## src/rtl/pipeline_pkg.sv

```systemverilog
// Shared types and constants for the pipeline's cache miss controllers.
package pipeline_pkg;

  typedef enum logic [2:0] {
    ST_IDLE      = 3'd0,
    ST_WRITEBACK = 3'd1,
    ST_TURN      = 3'd2,
    ST_ALLOCATE  = 3'd3,
    ST_REFILL    = 3'd4
  } dcache_state_t;

  localparam int unsigned DCACHE_TIMEOUT = 255;

endpackage

```

## src/rtl/dcache_timeout_cnt.sv

```systemverilog
// Wait-cycle counter with a sticky flag raised when the count reaches LIMIT.
module dcache_timeout_cnt #(
  parameter int unsigned LIMIT = 255
) (
  input  logic clk_i,
  input  logic rst_i,
  input  logic clear_i,
  input  logic en_i,
  output logic flag_o
);

  localparam int unsigned CW = (LIMIT < 1) ? 1 : $clog2(LIMIT + 1);
  localparam logic [CW-1:0] LIM = CW'(LIMIT);

  logic [CW-1:0] cnt_d, cnt_q;
  logic          flag_d, flag_q;

  // Count saturates at LIMIT; clear has priority over enable.
  always_comb begin
    cnt_d  = cnt_q;
    flag_d = flag_q;
    if (clear_i) begin
      cnt_d = '0;
    end else if (en_i && (cnt_q != LIM)) begin
      cnt_d = cnt_q + 1'b1;
      if (cnt_d == LIM) flag_d = 1'b1;
    end
  end

  always_ff @(posedge clk_i) begin
    if (rst_i) begin
      cnt_q  <= '0;
      flag_q <= 1'b0;
    end else begin
      cnt_q  <= cnt_d;
      flag_q <= flag_d;
    end
  end

  assign flag_o = flag_q;

endmodule

```

## src/rtl/dcache_stall_ctrl.sv

```systemverilog
// Data-cache miss controller: sequences writeback/allocate over the off-chip
// handshake and freezes the pipeline while a miss is serviced.
module dcache_stall_ctrl
  import pipeline_pkg::*;
#(
  parameter int unsigned TIMEOUT = DCACHE_TIMEOUT,
  parameter int unsigned CNT_W   = 32
) (
  input  logic             clk_i,
  input  logic             rst_i,
  input  logic             mem_req_i,
  input  logic             hit_i,
  input  logic             dirty_i,
  input  logic             mem_ack_i,
  output logic             stall_o,
  output logic             mem_enable_o,
  output logic             mem_write_o,
  output logic             victim_sel_o,
  output logic             cache_we_o,
  output logic             error_o,
  output logic [CNT_W-1:0] miss_cnt_o
);

  dcache_state_t    state_d, state_q;
  logic [CNT_W-1:0] miss_cnt_d, miss_cnt_q;
  logic             mem_enable_d, mem_enable_q;
  logic             mem_write_d, mem_write_q;
  logic             victim_sel_d, victim_sel_q;
  logic             cache_we_d, cache_we_q;
  logic             miss;
  logic             waiting;

  assign miss    = (state_q == ST_IDLE) && mem_req_i && !hit_i;
  assign waiting = (state_q == ST_WRITEBACK) || (state_q == ST_ALLOCATE);

  always_comb begin
    state_d    = state_q;
    miss_cnt_d = miss_cnt_q;
    case (state_q)
      ST_IDLE: begin
        if (miss) begin
          state_d    = dirty_i ? ST_WRITEBACK : ST_ALLOCATE;
          miss_cnt_d = miss_cnt_q + CNT_W'(1);
        end
      end
      ST_WRITEBACK: if (mem_ack_i) state_d = ST_TURN;
      ST_TURN:      state_d = ST_ALLOCATE;
      ST_ALLOCATE:  if (mem_ack_i) state_d = ST_REFILL;
      ST_REFILL:    state_d = ST_IDLE;
      default:      state_d = ST_IDLE;
    endcase

    // Moore outputs are registered by decoding the next state.
    mem_enable_d = (state_d == ST_WRITEBACK) || (state_d == ST_ALLOCATE);
    mem_write_d  = (state_d == ST_WRITEBACK);
    victim_sel_d = (state_d == ST_WRITEBACK);
    cache_we_d   = (state_d == ST_REFILL);
  end

  always_ff @(posedge clk_i) begin
    if (rst_i) begin
      state_q      <= ST_IDLE;
      miss_cnt_q   <= '0;
      mem_enable_q <= 1'b0;
      mem_write_q  <= 1'b0;
      victim_sel_q <= 1'b0;
      cache_we_q   <= 1'b0;
    end else begin
      state_q      <= state_d;
      miss_cnt_q   <= miss_cnt_d;
      mem_enable_q <= mem_enable_d;
      mem_write_q  <= mem_write_d;
      victim_sel_q <= victim_sel_d;
      cache_we_q   <= cache_we_d;
    end
  end

  dcache_timeout_cnt #(
    .LIMIT(TIMEOUT)
  ) u_timeout (
    .clk_i  (clk_i),
    .rst_i  (rst_i),
    .clear_i(!waiting),
    .en_i   (waiting && !mem_ack_i),
    .flag_o (error_o)
  );

  // The IDLE term is combinational so MEM_WB never captures a missing access.
  assign stall_o      = (state_q != ST_IDLE) || miss;
  assign mem_enable_o = mem_enable_q;
  assign mem_write_o  = mem_write_q;
  assign victim_sel_o = victim_sel_q;
  assign cache_we_o   = cache_we_q;
  assign miss_cnt_o   = miss_cnt_q;

endmodule

```

## config.mk

```make
export PLATFORM = sky130hd
export DESIGN_NAME = dcache_stall_ctrl
export DESIGN_NICKNAME = d
export VERILOG_FILES = /design/src/rtl/pipeline_pkg.sv /design/src/rtl/dcache_timeout_cnt.sv /design/src/rtl/dcache_stall_ctrl.sv
export SDC_FILE = /design/constraint.sdc
export NUM_CORES = 1
export LEC_CHECK = 0
export ABC_CLOCK_PERIOD_IN_PS = 2290
export CAP_MARGIN = 15
export CORE_MARGIN = 5
export CORE_UTILIZATION = 55
export CTS_BUF_LIST = sky130_fd_sc_hd__clkbuf_4 sky130_fd_sc_hd__clkbuf_8
export DETAILED_ROUTE_END_ITERATION = 8
export DONT_BUFFER_PORTS = 1
export PLACE_DENSITY = 0.7
export SETUP_SLACK_MARGIN = 0.15
export SLEW_MARGIN = 15
export SYNTH_ARGS = -nofsm -noshare
export SYNTH_HDL_FRONTEND = slang
export SYNTH_SLANG_ARGS = --single-unit
```

## constraint.sdc

```tcl
create_clock -name clk_i -period 2.29 [get_ports clk_i]
set_input_delay 0.458 -clock clk_i [delete_from_list [all_inputs] [get_ports clk_i]]
set_output_delay 0.458 -clock clk_i [all_outputs]
set_load 0.01 [all_outputs]
```

==> out/results.ini, run 1 <==
[synth]
yosys_register_bits = 47
syn_inst = 267
yosys_warnings = 0
syn_area_mm2 = 0.00229
yosysSeqAreaShare = 0.411
avgSynthCellArea_um2 = 8.58
synth_fp_nets = 276
ys_types = 40

[grt]
grtUsageTotal = 0.188
grt_start_max_net_pins = 45
grt.overflow.total = 0
grt_pass1_vias = 1774
antenna_found_initial = 0
grt_pass1_wl_mm = 8.07

[timing]
slew_headroom = 0.643
finalHoldViolations = 0
min_period_ns = 2.05
tightest_slew_ns = 0.530
fmax_mhz = 489
setup_viol = 0
maxSlewViolCount = 0
finalCritPeriodShare = 0.893
finalClockSkew_ns = 0.00640
grt_setup_unrepaired = true
final.setup.tns_ns = 0

[route]
drt_iter0_drc = 132
wl_per_cell_um = 14.9
vias_per_cell = 5.99
drcViolationCount = 0
wl_mm = 4.89
ant_nets = 0
dr.pass1.iters = 4
vias = 1964

[floorplan]
core_region_area_mm2 = 0.00403
die_h_um = 74.5
dieArea_mm2 = 0.00556
die_x_um = 74.5
rows = 23
initial_core_util = 0.569
io-pin-count = 44

[setup_path]
cp_cell_sequence = or3_4, or4_4, nor4_2, mux2_2
cpLargestDelayFamily = simple AND/OR/NAND/NOR gates
crit_arrival_ns = 2.24
path_buf_inv = 0
crit_required_ns = 2.48
startpoint_type = register
path_class = reg -> reg
cp-end-kind = register
crit_fanout = 12
critPathSlowestCell = or4_4
max_stage_delay_ns = 0.51

[final_layout]
final_cell_mix = 45 x dfxtp_1, 25 x a21oi_1, 22 x nor2_1
n_fill_cell = 378
syn_to_final_growth_pct = 8.90
ff_latch_area_um2 = 943
finish.utilization = 0.619
layout.nets = 286
diodes = 0
final_common_cell = dfxtp_1
drive_gt1_frac = 0.126
multiInputGateArea_mm2 = 0.00128

[run_status]
outcome = finished clean

[clock_tree]
cts_tree = built
clk_path_buf_depth = 2
cts_max_level = 2
cts_buffers = 5
cts-root-buf = clkbuf_8
clock_sinks = 47
clk_pin_slew_ns = 0.08
cts_hold_buffers = 0
clk_latency_ns = 0.30

[pwr]
p_leak_nw = 0.800
p_per_area_mw_per_mm2 = 569
max-vdd-ir-drop_uv = 582
totalPowerFinal_mw = 1.42

[place]
io_buffers = 0
routabilityCongestion = 0.760
hpwl_mm = 3.49

[flow_run]
drv_cap = 0

[hold_path]
worst_hold_path_type = in -> reg

==> cell usage after synthesis (all sizes together) <==
cell,count,area share
a211oi,1,0.0033
a21oi,25,0.055
and2,2,0.0055
and3,4,0.011
and3b,1,0.0038
and4,6,0.023
and4b,1,0.0044
buf,3,0.0098
clkbuf,7,0.011
dfxtp,47,0.41
ha,3,0.016
inv,6,0.0098
mux2,6,0.029
nand2,20,0.033
nand2b,1,0.0027
nand3,15,0.033
nand3b,1,0.0033
nand4,8,0.022
nor2,22,0.036
nor2b,9,0.025
nor3,5,0.011
nor3b,2,0.0066
nor4,3,0.0082
nor4b,2,0.010
o2111ai,1,0.0038
o211ai,3,0.0098
o21ai,10,0.022
o31ai,11,0.036
o32ai,1,0.0038
or2,1,0.0027
or3,9,0.027
or3b,1,0.0038
or4,15,0.051
xnor2,6,0.023
xor2,9,0.034
==> repair_timing <==
| item | in CTS | in global routing |
|---|---|---|
| setup endpoints to repair | 1 | 8 |
| setup buffers | 0 | 1 |
| pin swaps | 1 | 1 |
| resized for setup | 1 | 2 |
==> flip-flops by register name, summed over array words and instances (netlist names) <==
name,flops
cache_we_o,1
mem_enable_o,1
miss_cnt_o,32
state_q,3
u_timeout.cnt_q,8
u_timeout.flag_o,1
victim_sel_o,1
==> area by class of cell <==
class	count	area share
sequential	47	0.378
timing repair buffer	13	0.0391
clock buffer	5	0.0276
multi-input combinational	204	0.515
clock inverter	3	0.00602
tap	50	0.0251
inverter	6	0.00903
==> worst register-to-register path: cells and delay by family, from the launching register on <==
family,cells,cell delay [ns]
flops,1,0.37
mux,1,0.36
simple gates,3,1.21
==> stage by stage <==
step	cells	worst slack, ns	hold WS [ns]	instance area (um2)
final	328	0.245	0.215	2490
after global routing	328	0.144	0.195	2490
after CTS	327	0.221	0.206	2480
after detailed placement	319	0.0963	0.484	2390
after global placement	319	0.173	0.479	2390
after floorplan	267	0.223	0.465	2290
==> worst paths after layout <==
path | to | slack, ns | cells past startpoint | from
worst max-delay path | miss_cnt_o[31] | 0.24 | 4 | state_q[1]
worst min-delay path | miss_cnt_o[26] | 0.21 | 1 | rst_i
worst max register to register | miss_cnt_o[31] | 0.24 | 4 | state_q[1]
worst min register to register | u_timeout.cnt_q[1] | 0.49 | 2 | u_timeout.cnt_q[1]
==> power by group <==
part           internal (mW)  total (mW)  switching [mW]
combinational         0.0372      0.0859          0.0486
clock                  0.209       0.478           0.269
sequential             0.833       0.854          0.0212
total                   1.08        1.42           0.339
==> cells by family (layout without fill, tap and decap cells) <==
logic type               after synthesis  count (layout)  share of synthesized area
AND/OR/NAND/NOR                      128             128                      0.322
AO/OA/AOI/OAI                         52              52                      0.133
flip-flops                            47              47                      0.411
buffers and inverters                 16              27                     0.0311
XOR/XNOR                              15              15                     0.0573
multiplexers                           6               6                     0.0295
adder cells (fa/ha/maj)                3               3                     0.0164
==> layer usage <==
metal / GRT usage / vias up / wire length, um
met4: 0.0613 / 0 / 61
met1: 0.225 / 907 / 2150
met2: 0.307 / 48 / 2340
met5: 0 / - / 0
met3: 0.0743 / 6 / 333
li1: - / 1003 / -
No activity file was read; power rests on OpenSTA's default activity.
==> inputs of run 2 (changes only) <==
--- a/config.mk
+++ b/config.mk
@@ -13,7 +13,7 @@
 export DETAILED_ROUTE_END_ITERATION = 8
 export DONT_BUFFER_PORTS = 1
 export PLACE_DENSITY = 0.7
-export SETUP_SLACK_MARGIN = 0.15
+export SETUP_SLACK_MARGIN = 0.02
 export SLEW_MARGIN = 15
 export SYNTH_ARGS = -nofsm -noshare
 export SYNTH_HDL_FRONTEND = slang
==> run 2 against run 1 <==
  * Cell area shrank 0.40%
  * Sequential power about the same
  * Non-clock buffer count down 1
  * Critical path depth did not move
  * Routed wire length is essentially flat
  * Sequential share of layout area up 0.052 points
  * First-iteration DRC count down 22%
  * Setup slack worse by 0.12 ns
  * Die area unchanged
  * Clock-buffer cell count unchanged
  * Critical endpoint unchanged
  * Largest cell class unchanged
  * Largest power group unchanged
==> out/results.ini, run 2 (synthesis results as in run 1) <==
[timing]
grt_setup_unrepaired = false
tightest_slew_ns = 0.530
finalCritPeriodShare = 0.944
setup_viol = 0
min_period_ns = 2.16
maxSlewViolCount = 0
slew_headroom = 0.643
final.setup.tns_ns = 0
finalHoldViolations = 0
hold_slack_ns = 0.212
setup_slack_ns = 0.129
fmax_mhz = 463
finalClockSkew_ns = 0.00828

[grt]
grtUsageTotal = 0.188
grt_pass1_wl_mm = 8.07
grt.overflow.total = 0
antenna_found_initial = 0
grt_start_max_net_pins = 45
grt_pass1_vias = 1774

[route]
wl_mm = 4.88
dr.pass1.iters = 4
drcViolationCount = 0
vias = 1964
drt_iter0_drc = 103
vias_per_cell = 6.01
ant_nets = 0
wl_per_cell_um = 14.9

[floorplan]
rows = 23
initial_core_util = 0.569
dieArea_mm2 = 0.00556
core_region_area_mm2 = 0.00403
io-pin-count = 44
die_x_um = 74.5
die_h_um = 74.5

[place]
hpwl_mm = 3.49
dpl_cell_area_mm2 = 0.00239
routabilityCongestion = 0.760
place_inst = 319
dpl_worst_slack_ns = 0.0963
io_buffers = 0

[final_layout]
final_cell_mix = 47 x dfxtp_1, 25 x a21oi_1, 22 x nor2_1
stdcell_area_mm2 = 0.00248
syn_to_final_growth_pct = 8.47
final_common_cell = dfxtp_1
layout.nets = 285
n_fill_cell = 380
diodes = 0
finish.utilization = 0.617
final_cell_count_no_fill = 327
largest_register_ff_count = 32
drive_gt1_frac = 0.116

[clock_tree]
cts_hold_buffers = 0
clk_pin_slew_ns = 0.09
cts_tree = built
cts_max_level = 2
cts_buffers = 5
clk_path_buf_depth = 2
clk_latency_ns = 0.30
cts-root-buf = clkbuf_8
post-cts-setup-buffers = 0
cts_resized = 0
clock_sinks = 47

[setup_path]
startpoint_type = register
cp-end-kind = register
r2r_cells = 4
crit_required_ns = 2.48
path_class = reg -> reg
crit_arrival_ns = 2.35
crit_fanout = 12

[hold_path]
hold_depth = 1
worst_hold_path_type = in -> reg

[flow_run]
drv_cap = 0

[pwr]
p_leak_nw = 0.795
totalPowerFinal_mw = 1.42
max-vdd-ir-drop_uv = 582
p_per_area_mw_per_mm2 = 571

[run_status]
outcome = finished clean

==> run 2: changes by cell type in the layout (fill, tap and decap cells not counted), sizes merged <==
cell / previous run / this run
buf: 13 / 12
==> run 2: layout make-up <==
type	instances	area, um2	area share
multi-input cells	204	1280	0.517
flip-flops and latches	47	941	0.379
repair buffers	12	90.1	0.0363
clock buffers	5	68.8	0.0277
well taps	50	62.6	0.0252
inverters	6	22.5	0.00906
clock inverters	3	15.0	0.00604
==> run 2: worst paths after layout <==
| kind | startpoint | endpoint | slack [ns] |
|---|---|---|---|
| worst max-delay path | state_q[1] | miss_cnt_o[31] | 0.13 |
| worst min-delay path | rst_i | miss_cnt_o[26] | 0.21 |
| worst max register to register | state_q[1] | miss_cnt_o[31] | 0.13 |
| worst min register to register | u_timeout.cnt_q[1] | u_timeout.cnt_q[1] | 0.49 |
==> run 2: worst max-delay path, stage by stage (launching register included) <==
cell	delay, ns
dfxtp_1	0.37
or3_4	0.37
or4_4	0.63
nor4_2	0.33
mux2_2	0.36
==> run 2: routing by layer <==
layer / global-route usage / wire (um)
met2: 0.307 / 2300
met5: 0 / 0
met3: 0.0743 / 321
met1: 0.225 / 2200
met4: 0.0613 / 61
==> run 2: where the power goes <==
group | switching, mW | internal [mW] | total, mW | leakage (nW)
registers | 0.0212 | 0.833 | 0.854 | 0.379
logic | 0.0487 | 0.0372 | 0.0858 | 0.368
clock network | 0.271 | 0.209 | 0.480 | 0.0477
==> inputs of run 3 (changes only) <==
--- a/config.mk
+++ b/config.mk
@@ -7,7 +7,7 @@
 export LEC_CHECK = 0
 export ABC_CLOCK_PERIOD_IN_PS = 2290
 export CAP_MARGIN = 15
-export CORE_MARGIN = 5
+export CORE_MARGIN = 8
 export CORE_UTILIZATION = 55
 export CTS_BUF_LIST = sky130_fd_sc_hd__clkbuf_4 sky130_fd_sc_hd__clkbuf_8
 export DETAILED_ROUTE_END_ITERATION = 8
==> run 3 against run 2 <==
  * Via count up 0.97%
  * Critical path depth unchanged
  * Combinational power up 0.7%
  * Final cell count up 0.31%
  * Hold slack better by 0.0059 ns
  * Clock power up 30%
  * Clock skew up 0.0019 ns
  * Clock-buffer cell count up 1
  * Power up 10%
  * Fmax about the same
==> out/results.ini, run 3 (synthesis results as in run 1) <==
[floorplan]
rows = 23
die_x_um = 80.5
core_region_area_mm2 = 0.00400
initial_core_util = 0.573
io-pin-count = 44
die_h_um = 80.5
dieArea_mm2 = 0.00649

[pwr]
max-vdd-ir-drop_uv = 485
p_leak_nw = 0.814
totalPowerFinal_mw = 1.56
p_per_area_mw_per_mm2 = 619

[final_layout]
finish.utilization = 0.632
syn_to_final_growth_pct = 10.3
largest_register_ff_count = 32
drive_gt1_frac = 0.119
n_fill_cell = 352
final_cell_mix = 47 x dfxtp_1, 25 x a21oi_1, 22 x nor2_1
final_common_cell = dfxtp_1
layout.nets = 286
diodes = 0

[setup_path]
crit_arrival_ns = 2.35
cp-end-kind = register
r2r_cells = 4
path_class = reg -> reg
crit_required_ns = 2.48
crit_fanout = 12
startpoint_type = register

[route]
vias_per_cell = 6.05
ant_nets = 0
wl_mm = 5.24
dr.pass1.iters = 4
drcViolationCount = 0
drt_iter0_drc = 140
vias = 1983
wl_per_cell_um = 16.0

[timing]
final.setup.tns_ns = 0
finalCritPeriodShare = 0.943
slew_headroom = 0.650
setup_slack_ns = 0.130
grt_setup_unrepaired = false
maxSlewViolCount = 0
min_period_ns = 2.16
setup_viol = 0
fmax_mhz = 463
finalHoldViolations = 0
finalClockSkew_ns = 0.0102
tightest_slew_ns = 0.523

[flow_run]
drv_cap = 0

[place]
routabilityCongestion = 0.798
io_buffers = 0
dpl_worst_slack_ns = 0.122
hpwl_mm = 3.78

[grt]
grt_pass1_vias = 1883
grtUsageTotal = 0.169
grt_pass1_wl_mm = 8.71
grt.overflow.total = 0
grt_start_max_net_pins = 45
antenna_found_initial = 0

[clock_tree]
clk_latency_ns = 0.30
clk_path_buf_depth = 2
cts_tree = built
cts-root-buf = clkbuf_8
cts_max_level = 2
cts_hold_buffers = 0
cts_buffers = 5
clock_sinks = 47
clk_pin_slew_ns = 0.09

[hold_path]
hold_depth = 1
worst_hold_path_type = in -> reg

[run_status]
outcome = finished clean

[run 3: power by group]
group / leakage [nW] / total, mW / internal, mW / switching (mW)
combinational: 0.374 / 0.0864 / 0.0354 / 0.0511
clock: 0.0612 / 0.624 / 0.353 / 0.271
sequential: 0.379 / 0.854 / 0.833 / 0.0217
[run 3: per-layer routing]
metal	vias to the layer above	GRT usage	wire (um)
li1	1002	-	-
met1	918	0.182	2220
met2	50	0.281	2470
met3	13	0.0681	425
met4	0	0.0800	126
met5	-	0	0
[run 3: critical path, cell delays in order, from the launching register on]
cell and delay [ns]:
dfxtp_1 0.37, or3_4 0.38, or4_4 0.63, nor4_2 0.31, mux2_2 0.36
[run 3: area by class of cell]
class | instances | area, um2 | area share
Inverter | 6 | 22.5 | 0.00892
Tap cell | 50 | 62.6 | 0.0248
Clock buffer | 6 | 82.6 | 0.0327
Multi-Input combinational cell | 204 | 1280 | 0.509
Sequential cell | 47 | 941 | 0.372
Clock inverter | 2 | 35.0 | 0.0139
Timing Repair Buffer | 13 | 97.6 | 0.0386
[run 3: per-stage QoR]
stage               hold WS [ns]  cell area, um2  cells
global route               0.203            2530    328
global placement           0.480            2400    320
CTS                        0.206            2520    328
floorplan                  0.465            2290    267
detailed placement         0.497            2400    320
finish                     0.218            2530    328
[run 3: path summary, 6_finish.rpt]
kind	startpoint	end	slack [ns]
setup / recovery	state_q[1]	miss_cnt_o[31]	0.13
hold / removal	rst_i	miss_cnt_o[26]	0.22
setup reg to reg	state_q[1]	miss_cnt_o[31]	0.13
hold reg to reg	u_timeout.cnt_q[1]	u_timeout.cnt_q[1]	0.50
[run 3: timing repair]
| item | in CTS | in global routing |
|---|---|---|
| resized for setup | 0 | 1 |
| setup buffers | 0 | 0 |
| setup endpoints to repair | 0 | 1 |
